$ cat config.mk
export PLATFORM = sky130hd
export DESIGN_NAME = mem_access_unit
export DESIGN_NICKNAME = d
export VERILOG_FILES = /design/src/rtl/mem_access_unit.sv
export SDC_FILE = /design/constraint.sdc
export NUM_CORES = 1
export LEC_CHECK = 0
export CAP_MARGIN = 0
export CORE_MARGIN = 10
export CORE_UTILIZATION = 40
export CTS_CLUSTER_DIAMETER = 80
export DETAILED_ROUTE_END_ITERATION = 16
export GPL_TIMING_DRIVEN = 0
export MAX_ROUTING_LAYER = met4
export PLACE_DENSITY = 0.81
export SYNTH_ARGS = -nofsm -noshare
export SYNTH_HDL_FRONTEND = slang
export SYNTH_SLANG_ARGS = --single-unit
$ cat constraint.sdc
create_clock -name clk -period 2.26 [get_ports clk]
set_input_delay 0.452 -clock clk [delete_from_list [all_inputs] [get_ports clk]]
set_output_delay 0.452 -clock clk [all_outputs]
set_load 0.05 [all_outputs]
$ cat src/rtl/mem_access_unit.sv
// Data-memory access stage: issues one word-aligned request per load/store, holds the
// pipeline until the memory acknowledges, and forms the MEM/WB register.
module mem_access_unit (
    input  logic        clk,
    input  logic        resetn,
    input  logic [31:0] addr_in,
    input  logic [31:0] st_data_in,
    input  logic        mem_read_in,
    input  logic [3:0]  mem_write_in,
    input  logic [2:0]  funct3_in,
    input  logic [4:0]  rd_in,
    input  logic        reg_write_in,
    input  logic        sel_wb_in,
    input  logic        flush_in,
    input  logic [31:0] pc_in,
    output logic        dm_req,
    output logic [3:0]  dm_we,
    output logic [31:0] dm_addr,
    output logic [31:0] dm_wdata,
    input  logic        dm_ack,
    input  logic [31:0] dm_rdata,
    output logic        stall_out,
    output logic        misalign_err,
    output logic [31:0] wb_data,
    output logic [4:0]  wb_rd,
    output logic        wb_reg_write,
    output logic [31:0] wb_pc
);

    typedef enum logic [0:0] {IDLE = 1'b0, BUSY = 1'b1} state_t;

    state_t      state_r;
    logic [2:0]  f3_r;
    logic [1:0]  off_r;
    logic [4:0]  rd_r;
    logic        rw_r;
    logic        load_r;
    logic        sel_wb_r;
    logic [31:0] pc_r;

    logic is_store_s;
    logic mem_op_s;
    logic aligned_s;
    logic legal_s;
    logic access_valid_s;
    logic bad_access_s;

    function automatic logic [3:0] store_we(input logic [2:0] f3, input logic [1:0] off);
        case (f3)
            3'b000:  store_we = ~(4'b0001 << off);
            3'b001:  store_we = off[1] ? 4'b0011 : 4'b1100;
            3'b010:  store_we = 4'b0000;
            default: store_we = 4'b1111;
        endcase
    endfunction

    function automatic logic [31:0] store_data(input logic [2:0] f3, input logic [31:0] sd);
        case (f3)
            3'b000:  store_data = {4{sd[7:0]}};
            3'b001:  store_data = {2{sd[15:0]}};
            default: store_data = sd;
        endcase
    endfunction

    function automatic logic [31:0] load_ext(input logic [2:0] f3, input logic [1:0] off,
                                             input logic [31:0] rdat);
        logic [7:0]  b;
        logic [15:0] h;
        case (off)
            2'b00:   b = rdat[7:0];
            2'b01:   b = rdat[15:8];
            2'b10:   b = rdat[23:16];
            default: b = rdat[31:24];
        endcase
        h = off[1] ? rdat[31:16] : rdat[15:0];
        case (f3)
            3'b000:  load_ext = {{24{b[7]}}, b};
            3'b001:  load_ext = {{16{h[15]}}, h};
            3'b100:  load_ext = {24'h000000, b};
            3'b101:  load_ext = {16'h0000, h};
            default: load_ext = rdat;
        endcase
    endfunction

    // Classify the EX/MEM entry and derive the stall request.
    always_comb begin
        is_store_s = (mem_write_in != 4'b1111);
        mem_op_s   = is_store_s || mem_read_in;
        case (funct3_in[1:0])
            2'b00:   aligned_s = 1'b1;
            2'b01:   aligned_s = !addr_in[0];
            2'b10:   aligned_s = (addr_in[1:0] == 2'b00);
            default: aligned_s = 1'b0;
        endcase
        if (is_store_s) begin
            legal_s = !funct3_in[2] && (funct3_in[1:0] != 2'b11);
        end else begin
            case (funct3_in)
                3'b000, 3'b001, 3'b010, 3'b100, 3'b101: legal_s = 1'b1;
                default:                                legal_s = 1'b0;
            endcase
        end
        access_valid_s = !flush_in && mem_op_s && aligned_s && legal_s;
        bad_access_s   = !flush_in && mem_op_s && !(aligned_s && legal_s);
        stall_out      = resetn && (((state_r == IDLE) && access_valid_s) ||
                                    ((state_r == BUSY) && !dm_ack));
    end

    // Access FSM, memory request registers and MEM/WB register.
    always_ff @(posedge clk or negedge resetn) begin
        if (!resetn) begin
            state_r      <= IDLE;
            dm_req       <= 1'b0;
            dm_we        <= 4'b1111;
            dm_addr      <= 32'h0000_0000;
            dm_wdata     <= 32'h0000_0000;
            misalign_err <= 1'b0;
            wb_data      <= 32'h0000_0000;
            wb_rd        <= 5'd0;
            wb_reg_write <= 1'b0;
            wb_pc        <= 32'h0000_0000;
            f3_r         <= 3'b000;
            off_r        <= 2'b00;
            rd_r         <= 5'd0;
            rw_r         <= 1'b0;
            load_r       <= 1'b0;
            sel_wb_r     <= 1'b0;
            pc_r         <= 32'h0000_0000;
        end else begin
            case (state_r)
                IDLE: begin
                    misalign_err <= bad_access_s;
                    if (access_valid_s) begin
                        state_r      <= BUSY;
                        dm_req       <= 1'b1;
                        dm_addr      <= {addr_in[31:2], 2'b00};
                        dm_we        <= is_store_s ? store_we(funct3_in, addr_in[1:0]) : 4'b1111;
                        dm_wdata     <= store_data(funct3_in, st_data_in);
                        f3_r         <= funct3_in;
                        off_r        <= addr_in[1:0];
                        rd_r         <= rd_in;
                        rw_r         <= reg_write_in;
                        load_r       <= !is_store_s;
                        sel_wb_r     <= sel_wb_in;
                        pc_r         <= pc_in;
                        wb_reg_write <= 1'b0;
                    end else if (flush_in || bad_access_s) begin
                        wb_reg_write <= 1'b0;
                    end else begin
                        wb_data      <= addr_in;
                        wb_rd        <= rd_in;
                        wb_reg_write <= reg_write_in;
                        wb_pc        <= pc_in;
                    end
                end
                BUSY: begin
                    misalign_err <= 1'b0;
                    if (dm_ack) begin
                        state_r <= IDLE;
                        dm_req  <= 1'b0;
                        dm_we   <= 4'b1111;
                        // Stores retire as a WB bubble; only loads update the MEM/WB fields.
                        if (load_r) begin
                            wb_data      <= sel_wb_r ? load_ext(f3_r, off_r, dm_rdata)
                                                     : {dm_addr[31:2], off_r};
                            wb_rd        <= rd_r;
                            wb_reg_write <= rw_r;
                            wb_pc        <= pc_r;
                        end else begin
                            wb_reg_write <= 1'b0;
                        end
                    end else begin
                        wb_reg_write <= 1'b0;
                    end
                end
                default: begin
                    state_r <= IDLE;
                    dm_req  <= 1'b0;
                end
            endcase
        end
    end

endmodule

==> Word level (Yosys, flattened, before mapping) <==
Index checks and enable logic that the tools add are counted.
{ "word_totals": {"ff_bits": 184, "latchBits": 0, "ramBits": 0, "rom_bits": 0, "inputBits": 147, "memories": 0} }
{ "classes": {"addsub": 0, "multipliers": 0, "div_mod_pow": 0, "order_cmp": 0, "n_eq_ne": 18, "n_shift": 1, "mux": 41, "n_bitwise": 2, "reduce_logical": 27} }
{ "ops": {"columns": ["op", "count"], "rows": [
  ["$mux 32", 9],
  ["$pmux 32 s2", 3],
  ["$pmux 32 s4", 1],
  ["$pmux 8 s3", 1],
  ["$mux 5", 4],
  ["$mux 16", 1],
  ["$mux 4", 4],
  ["$eq 3x3->1 const B", 4],
  ["$pmux 4 s3", 1],
  ["$mux 1", 10],
  ["$ne 2x2->1 const B", 5],
  ["$pmux 5 s2", 1],
  ["$logic_and 1x1->1", 9],
  ["$pmux 1 s2", 4],
  ["$pmux 4 s2", 1],
  ["$eq 3x1->1 const B", 2],
  ["$logic_not 1->1", 6],
  ["$logic_not 2->1", 3],
  ["$logic_not 3->1", 2],
  ["$reduce_or 5->1", 1],
  ["$eq 2x1->1 const B", 2],
  ["$eq 2x2->1 const B", 2],
  ["$ne 4x4->1 const B", 1],
  ["$not 4->4", 1],
  ["other kinds (8)", 11]
]} }

==> Longest topological paths before layout <==
Gate-level depths: netlist of the first run.
{ "logic_depth": {"ltp_word": 11, "ltp_mapped": 8} }

==> Worst setup path before layout of the first run <==
Ideal clock, no wire load.
{ "synth_timing": {"path_type": "input port to output port", "start": "input port funct3_in[0]", "end": "output port stall_out", "arrival_ps": 2026, "required_time_ps": 1808, "setup_slack_ps": -218, "stages": 8, "n_path_buf": 3, "path_cell_list": "buf_2 o21a_1 o22ai_2 o2111ai_2 buf_4 buf_6 o21ai_1 and2_1"} }
{ "synth_via": {"elab_chain_len": 8} }
{ "synth_lines": {"columns": ["item", "line_no", "source"], "rows": [
  ["from (decl)", "10", "input logic [2:0] funct3_in,"],
  ["$eq 3x1->1 (tied with other cells)", "98", "case (funct3_in)"],
  ["$reduce_or 5->1", "98", null],
  ["$mux 1", "98", null],
  ["$mux 1", "95", "if (is_store_s) begin"],
  ["$logic_and 1x1->1 (*)", "103", "access_valid_s = !flush_in && mem_op_s && aligned_s && legal_s;"],
  ["$logic_and 1x1->1 (*)", "105", "stall_out = resetn && (((state_r == IDLE) && access_valid_s) ||"],
  ["$logic_or 1x1->1 (*)", "105", null],
  ["$logic_and 1x1->1 (*)", "105", null],
  ["to (decl)", "22", "output logic stall_out,"]
]} }
Every way passes the cells marked *; elsewhere a longest branch is shown, timed or not.

==> Final worst setup path of the first run <==
{ "layout_timing": {"start": "register dm_we[1]", "end": "output port dm_we[1]"} }
{ "layout_lines": {"columns": ["item", "line_no", "source"], "rows": [
  ["from (decl)", "17", "output logic [3:0] dm_we,"],
  ["from (signal assigned)", "137", "dm_we <= is_store_s ? store_we(funct3_in, addr_in[1:0]) : 4'b1111;"]
]} }
No word-level cell between the ends.

==> metrics.md, run 1 <==
| Metric | Value |
|---|---|
| Dpl cells | 1,362 |
| Routed vias | 7,785 |
| Vias per cell | 5.54 |
| M1 WL | 12,800 um |
| Top-area cell type share of the netlist area | 51.3% |
| Main combinational cell family by area after synthesis | multiplexers |
| CP max FO | 2 |
| Max cap viols | 0 |
| Clk sinks | 184 |
| CTS max path bufs | 2 |
| Violations in the final reports | hold timing |
| Synth Flop Type | dfrtp_1 |
| Worst-path clk slew | 0.08 ns |
| Pre-antenna DRT Iters | 5 |
| GRT Resource Usage Total | 22.6% |
| Die area | 28,300 um^2 |
| # IOs | 288 |
| WL met2 | 15,200 um |
| CTS buffer count | 17 |
| Actual slew at the worst max-slew pin | 0.936 ns |
| Critical Path RT | 1.81 ns |
| Register area share after synthesis | 52.5% |
| Async SR Flop Fraction | 100% |
| XOR/XNOR share of the synthesized area | 0% |
| Post-synthesis simple-gate area fraction | 8.15% |
| Final min period | 2.22 ns |
| Core Util, Final | 58.9% |
| Clk_skew | 0.0147 ns |
| Leak | 5.45 nW |
| Post-synthesis mux area share | 18.9% |
| GPL Wtd Cong | 0.948 |
| Crit-path max cell delay | 0.81 ns |
| Place WS | -1.68 ns |
| Delay-heaviest family, CP | buffers and inverters |
| Total number of yosys warnings | 0 |
| Initial drt markers | 548 |
| Final std cells w/o fill | 1,406 |
| # DRC | 0 |
| Antenna viol nets, final | 0 |
| CTS tree | yes |
| Clk_lat worst skew | 0.43 ns |
| PD cells | 1170 nW/um^2 |
| Post-synth cell types | 49 |
| Total wire length | 31,700 um |
| Clock root cell | clkbuf_16 |
| Core box area | 21,700 um^2 |
| Post-synth EDFFs | 0 |
| Period utilization | 98.0% |
| Crit path cell chain | clkdlybuf4s50_1 |
| Critical Path AT | 1.76 ns |
| Mapped Area | 8780 um^2 |
| Max Freq | 451 MHz |
| Synth top area cells | dfrtp_1 51%, mux2_2 8.5%, mux2i_1 7.4%, o21ai_0 6.4%, nand2_1 3.8% |
| Largest net degree at the start of global routing | 109 |
| Final Hold Viols | 2 |
| Synth Area in Compound Gates | 16.7% |
| Commonest cells after routing, fill and taps aside | 272 x clkdlybuf4s50_1, 179 x dfrtp_1, 112 x o21ai_0, 90 x nand2_1, 66 x mux2_2 |
| Synth Area in Adders | 0% |
| Number of synthesized register bits | 184 |
| First-pass GRT wire length | 48,800 um |
| Fin. max-slew vios | 0 |
| Status | finished, violations left |
| Vias in the first global route | 8,302 |
| Row count | 54 |
| Port Buffers | 282 |
| Routed met3 length | 3140 um |
| VDD IR-drop max | 0.000582 V |
| Detailed placement HPWL | 23,900 um |
| Highest metal used | met4 |
| Setup ws final | 0.0442 ns |
| Die Span Y | 168 um |
| Post-Synthesis Cells | 798 |
| Min Hold Slack | -0.00393 ns |
| CTS Hold Buffers Added | 0 |
| # H-tree levels | 4 |
| Chip Width | 168 um |
| Starting Density | 40.5% |
| Rel. slew slack | 37.3% |
| Final setup fails | 0 |
| Layout area overhead | 45.3% |
| Setup crit start kind | register |
| CP endpoint kind | output port |
| Crit path buf inv count | 1 |
| Commonest non-fill, non-tap cell in the layout | clkdlybuf4s50_1 |
| Global route overflow | 0 |
| Hold WC Path Type | input port to async pin |
| Fill cell count | 1,793 |
| Largest area contributor in the netlist | dfrtp_1 |
| Setup CP Type | register to output port |
| RSZ-0062 raised after global routing | no |
| Total Nets Final | 1,255 |
| WL per Instance | 22.6 um |
| Share of post-route cells with drive strength above 1 | 15.7% |
| Synth Area per Inst | 11.0 um^2 |
| Antenna violations before repair | 5 |
| Slowest CP cell | clkdlybuf4s50_1 |
-- routing by layer --
layer | global-route usage, % | up-vias
met1 | 27.0 | 3862
met4 | 5.87 | 0
li1 | - | 3509
met5 | - | -
met3 | 7.82 | 43
met2 | 35.8 | 371
-- layout make-up --
cell class / count / area, um^2 / share of cell area, %
flip-flops and latches: 184 / 4610 / 36.1
clock buffers: 17 / 425 / 3.33
well taps: 280 / 350 / 2.74
diodes: 5 / 12.5 / 0.0980
repair buffers: 293 / 2920 / 22.9
clock inverters: 15 / 194 / 1.52
multi-input cells: 540 / 3930 / 30.8
plain buffers: 60 / 274 / 2.15
inverters: 12 / 48.8 / 0.382
-- state kept, by name (all words and copies together), names as in the netlist --
register and cells:
dm_wdata 32, pc_r 32, wb_data 32, wb_pc 32, dm_addr 30, rd_r 5, wb_rd 5, dm_we 4
f3_r 3, off_r 2, dm_req 1, load_r 1, misalign_err 1, rw_r 1, sel_wb_r 1, state_r 1
wb_reg_write 1
-- kinds of logic after synthesis --
group                  count (synthesis)
and+or+nand+nor                      153
AOI/OAI and AO/OA                    236
DFF                                  184
other                                  1
muxes                                149
buffers and inverters                 75
-- power breakdown --
group          switching (mW)  internal [mW]
Sequential              0.644           4.30
Clock                    1.57           1.52
Combinational            4.45           2.46
-- cells in the mapped netlist, types with 3 or more instances --
cell type	number
a21o_1	18
a21oi_1	36
a22oi_1	15
a31oi_1	14
buf_2	16
buf_4	3
clkbuf_1	41
dfrtp_1	180
dfstp_2	4
inv_1	12
mux2_2	66
mux2_4	18
mux2i_1	65
nand2_1	90
nand2b_1	15
nor2_1	13
nor2b_1	5
nor3b_1	6
o21ai_0	112
o221ai_1	20
or3_1	14
-- final timing paths --
path | end | cells after the start | from | slack, ns
min in group clk | off_r[1] | 2 | addr_in[1] | 0.44
max reg2reg | wb_data[26] | 7 | f3_r[0] | 0.15
min reg2reg | dm_we[3] | 2 | dm_we[3] | 0.47
max | dm_we[1] | 1 | dm_we[1] | 0.04
min | wb_data[5] | 1 | resetn | -0.004
max in group asynchronous | dm_wdata[14] | 2 | resetn | 1.31
-- through the flow --
step | power, mW | setup TNS, ns | cell area, um^2
after floorplan | 9.21 | 0 | 8810
after global placement | 11.8 | -1411.14 | 12000
after detailed placement | 11.9 | -113.18 | 12000
after CTS | 15.0 | 0 | 12700
after global routing | 15.6 | 0 | 12800
final | 15.0 | 0 | 12800
-- repair_timing --
action                                  4_1_cts  5_1_grt
gates resized for setup                      33       11
pin swaps                                     3        3
setup buffers                                 9        1
endpoints found under the setup margin      166       20
No activity file was read; power rests on OpenSTA's default activity.
==> inputs of run 2 (changes only) <==
clock period = 2.3 ns   (was 2.26 ns; I/O delays follow)
==> run 2 against run 1 <==
Compared with the run above: the flow now finishes without violations; clock skew rose by 0.00073 ns; combinational power shrank 2%; count of clock-buffer cells in the layout unchanged; via count shrank 0.73%; first-iteration DRC count up 8.2%; global-route usage down 0.24 points; critical endpoint is now wb_data[4].
==> metrics.md, run 2 (synthesized netlist as in run 1, its figures left out) <==
| Metric | Value |
|---|---|
| Routed vias | 7,728 |
| CP max FO | 10 |
| Final std cells w/o fill | 1,405 |
| Dpl cells | 1,362 |
| Place WS | -1.78 ns |
| Antenna viol nets, final | 0 |
| Layout area overhead | 45.2% |
| Total wire length | 31,600 um |
| Starting Density | 40.5% |
| Max Freq | 440 MHz |
| Clk_skew | 0.0155 ns |
| Core box area | 21,700 um^2 |
| Post-route cell area | 12,800 um^2 |
| Leak | 5.47 nW |
| Critical Path AT | 2.55 ns |
| Crit-path max cell delay | 0.45 ns |
| # IOs | 288 |
| CTS Hold Buffers Added | 0 |
| Row count | 54 |
| Pre-antenna DRT Iters | 5 |
| Die Span Y | 168 um |
| Status | finished clean |
| # DRC | 0 |
| CTS buffer count | 17 |
| Antenna violations before repair | 3 |
| Commonest non-fill, non-tap cell in the layout | clkdlybuf4s50_1 |
| Global route overflow | 0 |
| Vias per cell | 5.50 |
| Comb pwr share | 46.5% |
| Commonest cells after routing, fill and taps aside | 271 x clkdlybuf4s50_1, 179 x dfrtp_1, 112 x o21ai_0, 90 x nand2_1, 66 x mux2_2 |
| Setup ws final | 0.0266 ns |
| Clock power share | 20.3% |
| First-pass GRT wire length | 48,200 um |
| Reg2Reg Launch Point | f3_r[1] |
| Chip Width | 168 um |
| Clk sinks | 184 |
| Crit path cell chain | dlygate4sd2_1 -> nand4_4 -> buf_4 -> buf_4 -> o41a_1 -> buf_1 -> or3_1 -> o21ai_0 -> a31oi_1 |
| RSZ-0062 raised after global routing | no |
| Setup crit start | mem_write_in[2] |
| Most frequent CP cell | buf_4 |
| WL per Instance | 22.5 um |
| Port Buffers | 282 |
| Actual slew at the worst max-slew pin | 1.01 ns |
| Largest net degree at the start of global routing | 80 |
| Period utilization | 98.8% |
| Worst setup path endpoint | wb_data[4] |
| Setup crit start kind | input port |
| Initial drt markers | 593 |
| Clk_lat worst skew | 0.43 ns |
| Vias in the first global route | 8,305 |
| Max cap viols | 0 |
| GRT Resource Usage Total | 22.3% |
| Detailed placement HPWL | 23,700 um |
| Setup CP Type | input port to register |
| Final Hold Viols | 0 |
| CTS tree | yes |
| Share of post-route cells with drive strength above 1 | 15.9% |
| PD cells | 1140 nW/um^2 |
| Die area | 28,300 um^2 |
| R2r setup slk | 0.14 ns |
| Placed Area | 12,000 um^2 |
| CP endpoint kind | register |
| GPL Wtd Cong | 1.03 |
| Seq pwr share | 33.2% |
| VDD IR-drop max | 0.000578 V |
| Power Internal | 8.12 mW |
| Net Sw Frac | 44.4% |
| FF-to-FF path depth | 6 |
| NetSw | 6.47 mW |
| Clock root cell | clkbuf_16 |
| CTS max path bufs | 2 |
| Critical Path RT | 2.57 ns |
| Total Nets Final | 1,256 |
| Final setup fails | 0 |
| Final min period | 2.27 ns |
| # H-tree levels | 4 |
| Worst-path clk slew | 0.08 ns |
| Fin. max-slew vios | 0 |
| Rel. slew slack | 32.0% |
| R2r endpoint | wb_data[10] |
| Hold WC Path Type | input port to async pin |
| Slowest CP cell | o41a_1 |
## run 2: worst min path at each step
stage               slack (ns)     endpoint  cells past startpoint
floorplan                 0.16  dm_addr[10]                      0
global placement          0.46     dm_we[3]                      2
detailed placement        0.46     dm_we[2]                      2
CTS                       0.03  dm_addr[10]                      1
global route              0.04   dm_addr[3]                      1
finish                   0.002  dm_addr[10]                      1
## run 2: critical path: cells and delay by family
kind / cells / cell delay, ns
buffers and inverters: 4 / 0.87
AO/OA/AOI/OAI: 3 / 0.64
AND/OR/NAND/NOR: 2 / 0.57
## run 2: layout make-up
cell class | count | area (um^2)
buffer | 60 | 277
timing repair buffer | 294 | 2960
tap | 280 | 350
clock inverter | 15 | 174
multi-input combinational | 540 | 3900
antenna | 3 | 7.51
fill | 1864 | 8930
clock buffer | 17 | 425
inverter | 12 | 48.8
sequential | 184 | 4610
## run 2: through the flow
| step | hold slack, ns | util [%] | power [mW] | setup TNS [ns] |
|---|---|---|---|---|
| detailed placement | 0.461 | 55.3 | 11.7 | -128.28 |
| CTS | 0.0334 | 58.8 | 14.7 | -0.0531 |
| finish | 0.00153 | 58.8 | 14.6 | 0 |
| floorplan | 0.164 | - | 9.05 | 0 |
| global placement | 0.457 | 55.2 | 11.5 | -1433.93 |
| global route | 0.0415 | 58.8 | 15.2 | 0 |
## run 2: per-layer routing
| layer | vias to the layer above | part of all wire [%] | track usage [%] |
|---|---|---|---|
| met4 | 0 | 3.0 | 7.57 |
| met1 | 3786 | 41 | 26.3 |
| li1 | 3509 | - | - |
| met2 | 377 | 47 | 35.6 |
| met3 | 56 | 8.9 | 7.03 |
| met5 | - | 0 | - |
## run 2: power groups by stage
stage	Clock (mW)	Combinational, mW	Sequential (mW)
finish	2.97	6.78	4.85
global route	3.15	7.12	4.97
CTS	3.00	6.81	4.84
detailed placement	0	6.77	4.89
global placement	0	6.68	4.84
floorplan	0	1.60	7.45
## run 2: timing repair
| item | 4_1_cts | 5_1_grt |
|---|---|---|
| pin swaps | 3 | 4 |
| cloned | 1 | 0 |
| resized for setup | 34 | 15 |
| buffers inserted | 8 | 2 |
| setup endpoints to repair | 183 | 35 |
==> inputs of run 3 (changes only) <==
CAP_MARGIN = 20   (was 0)
CORE_ASPECT_RATIO = 1.5   (was not set)
CORE_MARGIN = 2   (was 10)
==> run 3 against run 2 <==
Compared with the run above: power down 0.37%; global-route usage grew 3.3 points; flip-flop and latch count stayed put; clock skew about the same; register-to-register slack lost 0.09 ns.
==> metrics.md, run 3 (synthesized netlist as in run 1, its figures left out) <==
| Metric | Value |
|---|---|
| Routed vias | 7,700 |
| Core box area | 21,600 um^2 |
| Fill cell count | 1,853 |
| R2r endpoint | wb_data[28] |
| Starting Density | 40.6% |
| CTS tree | yes |
| Setup crit start | mem_write_in[0] |
| Initial drt markers | 480 |
| Power Internal | 8.19 mW |
| First-pass GRT wire length | 45,000 um |
| # IOs | 288 |
| GPL Wtd Cong | 0.977 |
| CTS buffer count | 17 |
| Clock root cell | clkbuf_16 |
| Hold WC Path Type | input port to async pin |
| Share of post-route cells with drive strength above 1 | 15.7% |
| FF-to-FF path depth | 5 |
| Pre-antenna DRT Iters | 5 |
| CP Depth | 8 |
| Slowest CP cell | o41ai_2 |
| WL per Instance | 20.7 um |
| Vias in the first global route | 8,024 |
| CTS Hold Buffers Added | 0 |
| Crit path cell chain | dlygate4sd2_1 -> nand4_4 -> buf_4 -> o41ai_2 -> clkbuf_2 -> o221ai_1 -> a21oi_1 -> a21o_1 |
| Port Buffers | 282 |
| Max Freq | 441 MHz |
| Final min period | 2.27 ns |
| Layout area overhead | 44.6% |
| CP endpoint kind | register |
| Reg2Reg Launch Point | state_r |
| Clk_lat worst skew | 0.44 ns |
| CP max FO | 10 |
| Clk_skew | 0.0159 ns |
| Final Hold Viols | 0 |
| RSZ-0062 raised after global routing | yes |
| Net Sw Frac | 43.7% |
| Die Span Y | 186 um |
| Max cap viols | 0 |
| Vias per cell | 5.52 |
| Period utilization | 98.5% |
| # H-tree levels | 4 |
| Setup CP Type | input port to register |
| Rel. slew slack | 35.9% |
| R2r setup slk | 0.05 ns |
| Total Nets Final | 1,253 |
| CTS max path bufs | 2 |
| Antenna violations before repair | 3 |
| Setup total negative slack | 0 ns |
| Crit path buf inv count | 3 |
| # DRC | 0 |
| Die area | 23,200 um^2 |
| Largest net degree at the start of global routing | 101 |
| Commonest cells after routing, fill and taps aside | 272 x clkdlybuf4s50_1, 179 x dfrtp_1, 112 x o21ai_0, 90 x nand2_1, 66 x mux2_2 |
| Final setup fails | 0 |
| Min Hold Slack | 0.0134 ns |
| Fin. max-slew vios | 0 |
| Worst-path clk slew | 0.07 ns |
| NetSw | 6.35 mW |
| Seq pwr share | 33.3% |
| Setup crit start kind | input port |
| Chip Width | 125 um |
| Comb pwr share | 46.4% |
| Clk sinks | 184 |
| Total wire length | 28,800 um |
| PD cells | 1140 nW/um^2 |
| Clock power share | 20.3% |
| Row count | 66 |
| Leak | 5.46 nW |
| Antenna viol nets, final | 0 |
| Crit-path max cell delay | 0.68 ns |
| Critical Path RT | 2.67 ns |
| VDD IR-drop max | 0.000656 V |
| Detailed placement HPWL | 21,400 um |
| Power Total | 14.5 mW |
| Core Util, Final | 58.7% |
| Actual slew at the worst max-slew pin | 0.956 ns |
| Commonest non-fill, non-tap cell in the layout | clkdlybuf4s50_1 |
| Delay-heaviest family, CP | compound AO/OA/AOI/OAI gates |
| Status | finished clean |
| GRT Resource Usage Total | 25.6% |
| Global route overflow | 0 |
| Critical Path AT | 2.64 ns |
-- run 3: what timing repair did --
| action | in CTS | in global routing |
|---|---|---|
| endpoints found under the setup margin | 121 | 38 |
| resized for setup | 25 | 19 |
| pin swaps | 2 | 0 |
| setup buffers | 6 | 1 |
-- run 3: area by class of cell --
| type | count | area, um^2 | share of cell area (%) |
|---|---|---|---|
| Timing Repair Buffer | 290 | 2910 | 22.9 |
| Antenna cell | 3 | 7.51 | 0.0591 |
| Sequential cell | 184 | 4610 | 36.3 |
| Inverter | 12 | 48.8 | 0.384 |
| Multi-Input combinational cell | 540 | 3900 | 30.7 |
| Tap cell | 272 | 340 | 2.68 |
| Clock inverter | 15 | 168 | 1.32 |
| Buffer | 61 | 294 | 2.31 |
| Clock buffer | 17 | 425 | 3.35 |
-- run 3: stage by stage --
step / cell area, um^2 / setup slack [ns] / instances
after floorplan: 8790 / 0.00892 / 799
after global placement: 12000 / -7.09 / 1353
after detailed placement: 12000 / -1.65 / 1354
after CTS: 12700 / -0.118 / 1390
after global routing: 12700 / -0.0267 / 1394
final: 12700 / 0.0339 / 1394
-- run 3: worst max-delay path by stage --
stage	to	slack (ns)
2_1_floorplan	stall_out	0.009
5_1_grt	wb_data[28]	-0.03
3_3_place_gp	dm_wdata[17]	-7.09
4_1_cts	stall_out	-0.12
6_report	wb_data[28]	0.03
3_5_place_dp	stall_out	-1.65
-- run 3: metal layers --
metal  track usage [%]  share of wire [%]  vias up
met5                 -                  0        -
met4              12.0                4.4        0
met3              4.97                4.9       80
met2              44.2                 52      297
met1              28.9                 39     3819
li1                  -                  -     3504
-- run 3: power by group through the flow --
stage / registers, mW / clock network [mW] / logic [mW]
final: 4.84 / 2.96 / 6.74
after floorplan: 7.45 / 0 / 1.60
after CTS: 4.83 / 3.01 / 6.75
after global routing: 4.96 / 3.15 / 7.07
after detailed placement: 4.88 / 0 / 6.73
after global placement: 4.85 / 0 / 6.65
==> edit 1 (settings of run 2) <==
Register the output `misalign_err` once more; this adds one clock of latency there. The other outputs are not delayed to match.
--- a/src/rtl/mem_access_unit.sv
+++ b/src/rtl/mem_access_unit.sv
@@ -28,6 +28,8 @@
 );
 
     typedef enum logic [0:0] {IDLE = 1'b0, BUSY = 1'b1} state_t;
+
+    logic misalign_err_s0;
 
     state_t      state_r;
     logic [2:0]  f3_r;
@@ -114,7 +116,7 @@
             dm_we        <= 4'b1111;
             dm_addr      <= 32'h0000_0000;
             dm_wdata     <= 32'h0000_0000;
-            misalign_err <= 1'b0;
+            misalign_err_s0 <= 1'b0;
             wb_data      <= 32'h0000_0000;
             wb_rd        <= 5'd0;
             wb_reg_write <= 1'b0;
@@ -129,7 +131,7 @@
         end else begin
             case (state_r)
                 IDLE: begin
-                    misalign_err <= bad_access_s;
+                    misalign_err_s0 <= bad_access_s;
                     if (access_valid_s) begin
                         state_r      <= BUSY;
                         dm_req       <= 1'b1;
@@ -154,7 +156,7 @@
                     end
                 end
                 BUSY: begin
-                    misalign_err <= 1'b0;
+                    misalign_err_s0 <= 1'b0;
                     if (dm_ack) begin
                         state_r <= IDLE;
                         dm_req  <= 1'b0;
@@ -181,5 +183,9 @@
         end
     end
 
+    always_ff @(posedge clk) begin
+        misalign_err <= misalign_err_s0;
+    end
+
 endmodule
 
Formal check against the unedited RTL: not equivalent (Yosys sat finds a counterexample within 4 cycles, from zero or initial values and one cycle with resetn low).
==> edit 1 against run 2 <==
Synthesized cell count increased by 0.13%. Final area increased by 0.12%. Core utilization decreased by 0.11 points. Setup slack improved by 0.031 ns. Sequential share of layout area increased by 0.11 points. Sequential cell count increased by 1. Routed wire length about the same. Clock power increased by 3%. Maximum frequency increased by 1.4%. Non-clock buffer count unchanged. Power increased by 0.69%. Area after synthesis increased by 0.23%. Combinational power about the same. Largest cell class unchanged. Largest power group unchanged.
==> edit 1: results (changes against run 2) <==
Status
  – Status: finished, final reports clean (unchanged)

Logic synthesis
  – Synth cell types: 50 (was 49)
  – Synthesized instance count: 799 (was 798)
  – Asr flop ratio synth: 99.46% (was 100.0%)
  – Register area share after synthesis: 52.58% (was 52.47%)
  – Synth top area cells: dfrtp_1, mux2_2, mux2i_1 (unchanged)
  – Synth Warn #: 0 (unchanged)

Finish
  – # fillers: 1,858 (was 1,864)
  – Share of cells above drive strength 1: 15.49% (was 15.86%)
  – Nets: 1,257 (was 1,256)

Power
  – Leak pwr: 5.464 nW (was 5.473 nW)
  – Peak supply drop: 0.5670 mV (was 0.5775 mV)

Global route
  – Vias in the first global route: 8,167 (was 8,305)
  – First-pass GRT wire length: 47.43 mm (was 48.22 mm)
  – Largest net degree at the start of global routing: 103 (was 80)
  – Gr usage total: 22.08% (was 22.32%)
  – Initial antenna violation count: 4 (was 3)

Worst setup path
  – Crit path launch: mem_write_in[1] (was mem_write_in[2])
  – Critical path endpoint: stall_out (was wb_data[4])
  – CP arrival: 1.78 ns (was 2.55 ns)
  – Reg2reg end: wb_data[11] (was wb_data[10])

CTS
  – TritonCTS Buffers: 17 (unchanged)
  – Clock Pin Slew Worst Setup and Hold Paths: 0.08 ns (about the same)

Detailed routing
  – Wire length per cell: 22.44 um (was 22.46 um)
  – Routed WL: 31.58 mm (was 31.55 mm)
  – 1st-iter DRT viols: 524 (was 593)
  – Vias per cell: 5.533 (was 5.500)

Timing
  – Worst Max-Slew Pin Slew: 0.9916 ns (was 1.014 ns)
  – Clock Skews: 0.01852 ns (was 0.01547 ns)

Placed design
  – RePlAce Congestion: 1.000 (was 1.032)
  – # placed instances: 1,363 (was 1,362)
  – Dpl hpwl: 23.76 mm (was 23.68 mm)
-- edit 1: changes by cell type after synthesis --
cell	delta
dfxtp_1	+1
-- edit 1: power breakdown --
part	leakage, nW	internal (mW)	total [mW]	switching, mW
Clock	0.300	1.50	3.05	1.55
Sequential	2.27	4.25	4.87	0.621
Combinational	2.89	2.42	6.78	4.36
Total	5.46	8.17	14.7	6.53
-- edit 1: logic make-up (layout without fill, tap and decap cells) --
logic type	count (synthesis)	in the layout	share of synthesized area [%]
compound gates	236	236	16.63
flops	185	185	52.58
simple gates	153	153	8.128
mux	149	149	18.90
buf+inv	75	398	3.723
other cells	1	6	0.04259
-- edit 1: layout make-up --
class | count | area, sq um | area share, %
Inverter | 12 | 48.80 | 0.3821
Multi-Input combinational cell | 540 | 3896 | 30.51
Timing Repair Buffer | 293 | 2925 | 22.90
Clock inverter | 15 | 196.4 | 1.538
Sequential cell | 185 | 4631 | 36.26
Buffer | 61 | 289.0 | 2.263
Antenna cell | 4 | 10.01 | 0.07837
Tap cell | 280 | 350.3 | 2.743
Clock buffer | 17 | 425.4 | 3.331
-- edit 1: per-layer routing --
metal	vias up	routed length [um]	GRT usage, %
met2	356	14920	34.63
met3	56	3023	7.497
met5	-	0	-
met4	0	845	7.192
met1	3858	12790	26.25
li1	3515	-	-
-- edit 1: repair_timing --
| action | CTS | global route |
|---|---|---|
| hold buffers | 0 | 0 |
| gates resized for setup | 33 | 5 |
| setup buffers | 10 | 0 |
| endpoints found under the setup margin | 183 | 22 |
| pin swaps | 4 | 1 |
-- edit 1: worst min path at each step --
stage	startpoint	end	slack (ns)	depth (start not counted)
floorplan	resetn	dm_addr[10]	0.16	0
global placement	misalign_err_s0	misalign_err	0.33	0
detailed placement	misalign_err_s0	misalign_err	0.33	0
CTS	resetn	dm_addr[3]	0.05	1
global route	resetn	dm_addr[3]	0.06	1
finish	resetn	dm_addr[3]	0.004	1
-- edit 1: worst max-delay path, cell delays in order --
cell and delay (ns):
dlygate4sd2_1 0.26, nand4_4 0.19, o22ai_4 0.17, o2111ai_4 0.16, buf_12 0.17, o21ai_2 0.05
and2_4 0.16, buf_8 0.14
-- edit 1: stage by stage --
step	power, mW	cell area [sq um]	worst slack [ns]	TNS (ns)
after floorplan	9.069	8815	0.008922	0
after global placement	11.56	11990	-7.163	-1429.83
after detailed placement	11.69	12020	-1.832	-123.26
after CTS	14.79	12750	0.02868	0
after global routing	15.33	12770	-0.005375	-0.005375
final	14.70	12770	0.05803	0
==> edit 2 (config.mk and constraints of run 2) <==
Without the edit above. Make the reset (`resetn`) synchronous in one clocked block.
--- a/src/rtl/mem_access_unit.sv
+++ b/src/rtl/mem_access_unit.sv
@@ -107,7 +107,7 @@
     end
 
     // Access FSM, memory request registers and MEM/WB register.
-    always_ff @(posedge clk or negedge resetn) begin
+    always_ff @(posedge clk) begin
         if (!resetn) begin
             state_r      <= IDLE;
             dm_req       <= 1'b0;
Behaviour: differs if resetn is asserted again (counterexample within 4 cycles, from zero or initial values and one cycle with resetn low); with resetn held inactive, the same outputs for 4 cycles.
==> edit 2 against run 2 <==
The flow now stops in 5_2_route. Global-route usage grew 2.0 points. Area after synthesis shrank 1.4%.
==> edit 2: results (changes against run 2) <==
Placed design
  – # placed instances: 1,553 (was 1,362)
  – PortBufs: 282 (unchanged)
  – Setup slack at placement: -1.426 ns (was -1.777 ns)
  – RePlAce Congestion: 0.9658 (was 1.032)
  – Dpl hpwl: 26.63 mm (was 23.68 mm)

Logic synthesis
  – Synth cell types: 55 (was 49)
  – Post-Synth XOR/XNOR Area: 0% (unchanged)
  – Synth Warn #: 0 (unchanged)
  – Synth Flop Type: dfxtp_1 (was dfrtp_1)
  – Register area share after synthesis: 42.52% (was 52.47%)
  – Adder-Cell Fraction of Synth Area: 0% (unchanged)
  – Synth cell count leaders: nand2_1, dfxtp_1, mux2i_1, a21boi_0, o211a_1 (was dfrtp_1, o21ai_0, nand2_1, mux2_2, mux2i_1)
  – Post-synthesis mux area share: 8.117% (was 18.94%)
  – Asr flop ratio synth: 0% (was 100.0%)
  – Synth top area cells: dfxtp_1, nand2_1, mux2i_1 (was dfrtp_1, mux2_2, mux2i_1)
  – Compound-cell area share of the yosys netlist: 27.87% (was 16.66%)
  – Mapped Avg Cell Area: 8.707 sq um (was 11.01 sq um)

Status
  – Status: aborted with a tool error (was finished, final reports clean)
  – Tool Error: [ERROR DRT-0255] Maze Route cannot find path of net clk in worker of routeBox ( 144900 0 ) ( 167165 48300 ).
  – Last step reached: 5_2_route

Timing
  – GR repair worst EP: stall_out
  – Kind of the worst endpoint: top-level output

CTS
  – TritonCTS Buffers: 17 (unchanged)
  – Worst-case clock buffer depth: 2 (unchanged)
  – H-tree levels: 4 (unchanged)
  – Clock sink count: 184 (unchanged)
  – Clock root cell: clkbuf_16 (unchanged)

Global route
  – Initial antenna violation count: 2 (was 3)
  – Gr usage total: 24.32% (was 22.32%)
  – First-pass GRT wire length: 52.56 mm (was 48.22 mm)
  – Vias in the first global route: 8,792 (was 8,305)
  – Largest net degree at the start of global routing: 20 (was 80)
==> edit 2: changes by cell type after synthesis, moves of 21 or more <==
cell and change:
nand2_1 +168, nor2_1 +27, dfxtp_1 +184, o211ai_1 +21, mux2_2 -58, o211a_1 +54
dfrtp_1 -180, o21ai_0 -84, a21boi_1 +35, a21boi_0 +57
==> edit 2: kinds of logic after synthesis <==
group | count (synthesis)
multiplexers | 68
other | 1
buffers and inverters | 95
flip-flops | 184
AO/OA/AOI/OAI | 306
AND/OR/NAND/NOR | 341
==> edit 2: what timing repair did <==
action                                  CTS  global route
hold buffers                              0             0
gates resized for setup                  36             8
buffers inserted                          4             0
pin swaps                                 5             1
endpoints found under the setup margin    1             1
cloned                                    0             0
==> edit 2: metal layers <==
metal / GRT usage [%]
met1: 28.86
met2: 39.05
met3: 6.788
met4: 8.176
met5: -
==> edit 2: metrics by stage <==
stage | hold slack [ns] | instance area [sq um]
after floorplan | 0.4347 | 8678
after global placement | 0.4395 | 11850
after detailed placement | 0.4462 | 11850
after CTS | 0.3522 | 12490
after global routing | 0.3983 | 12490
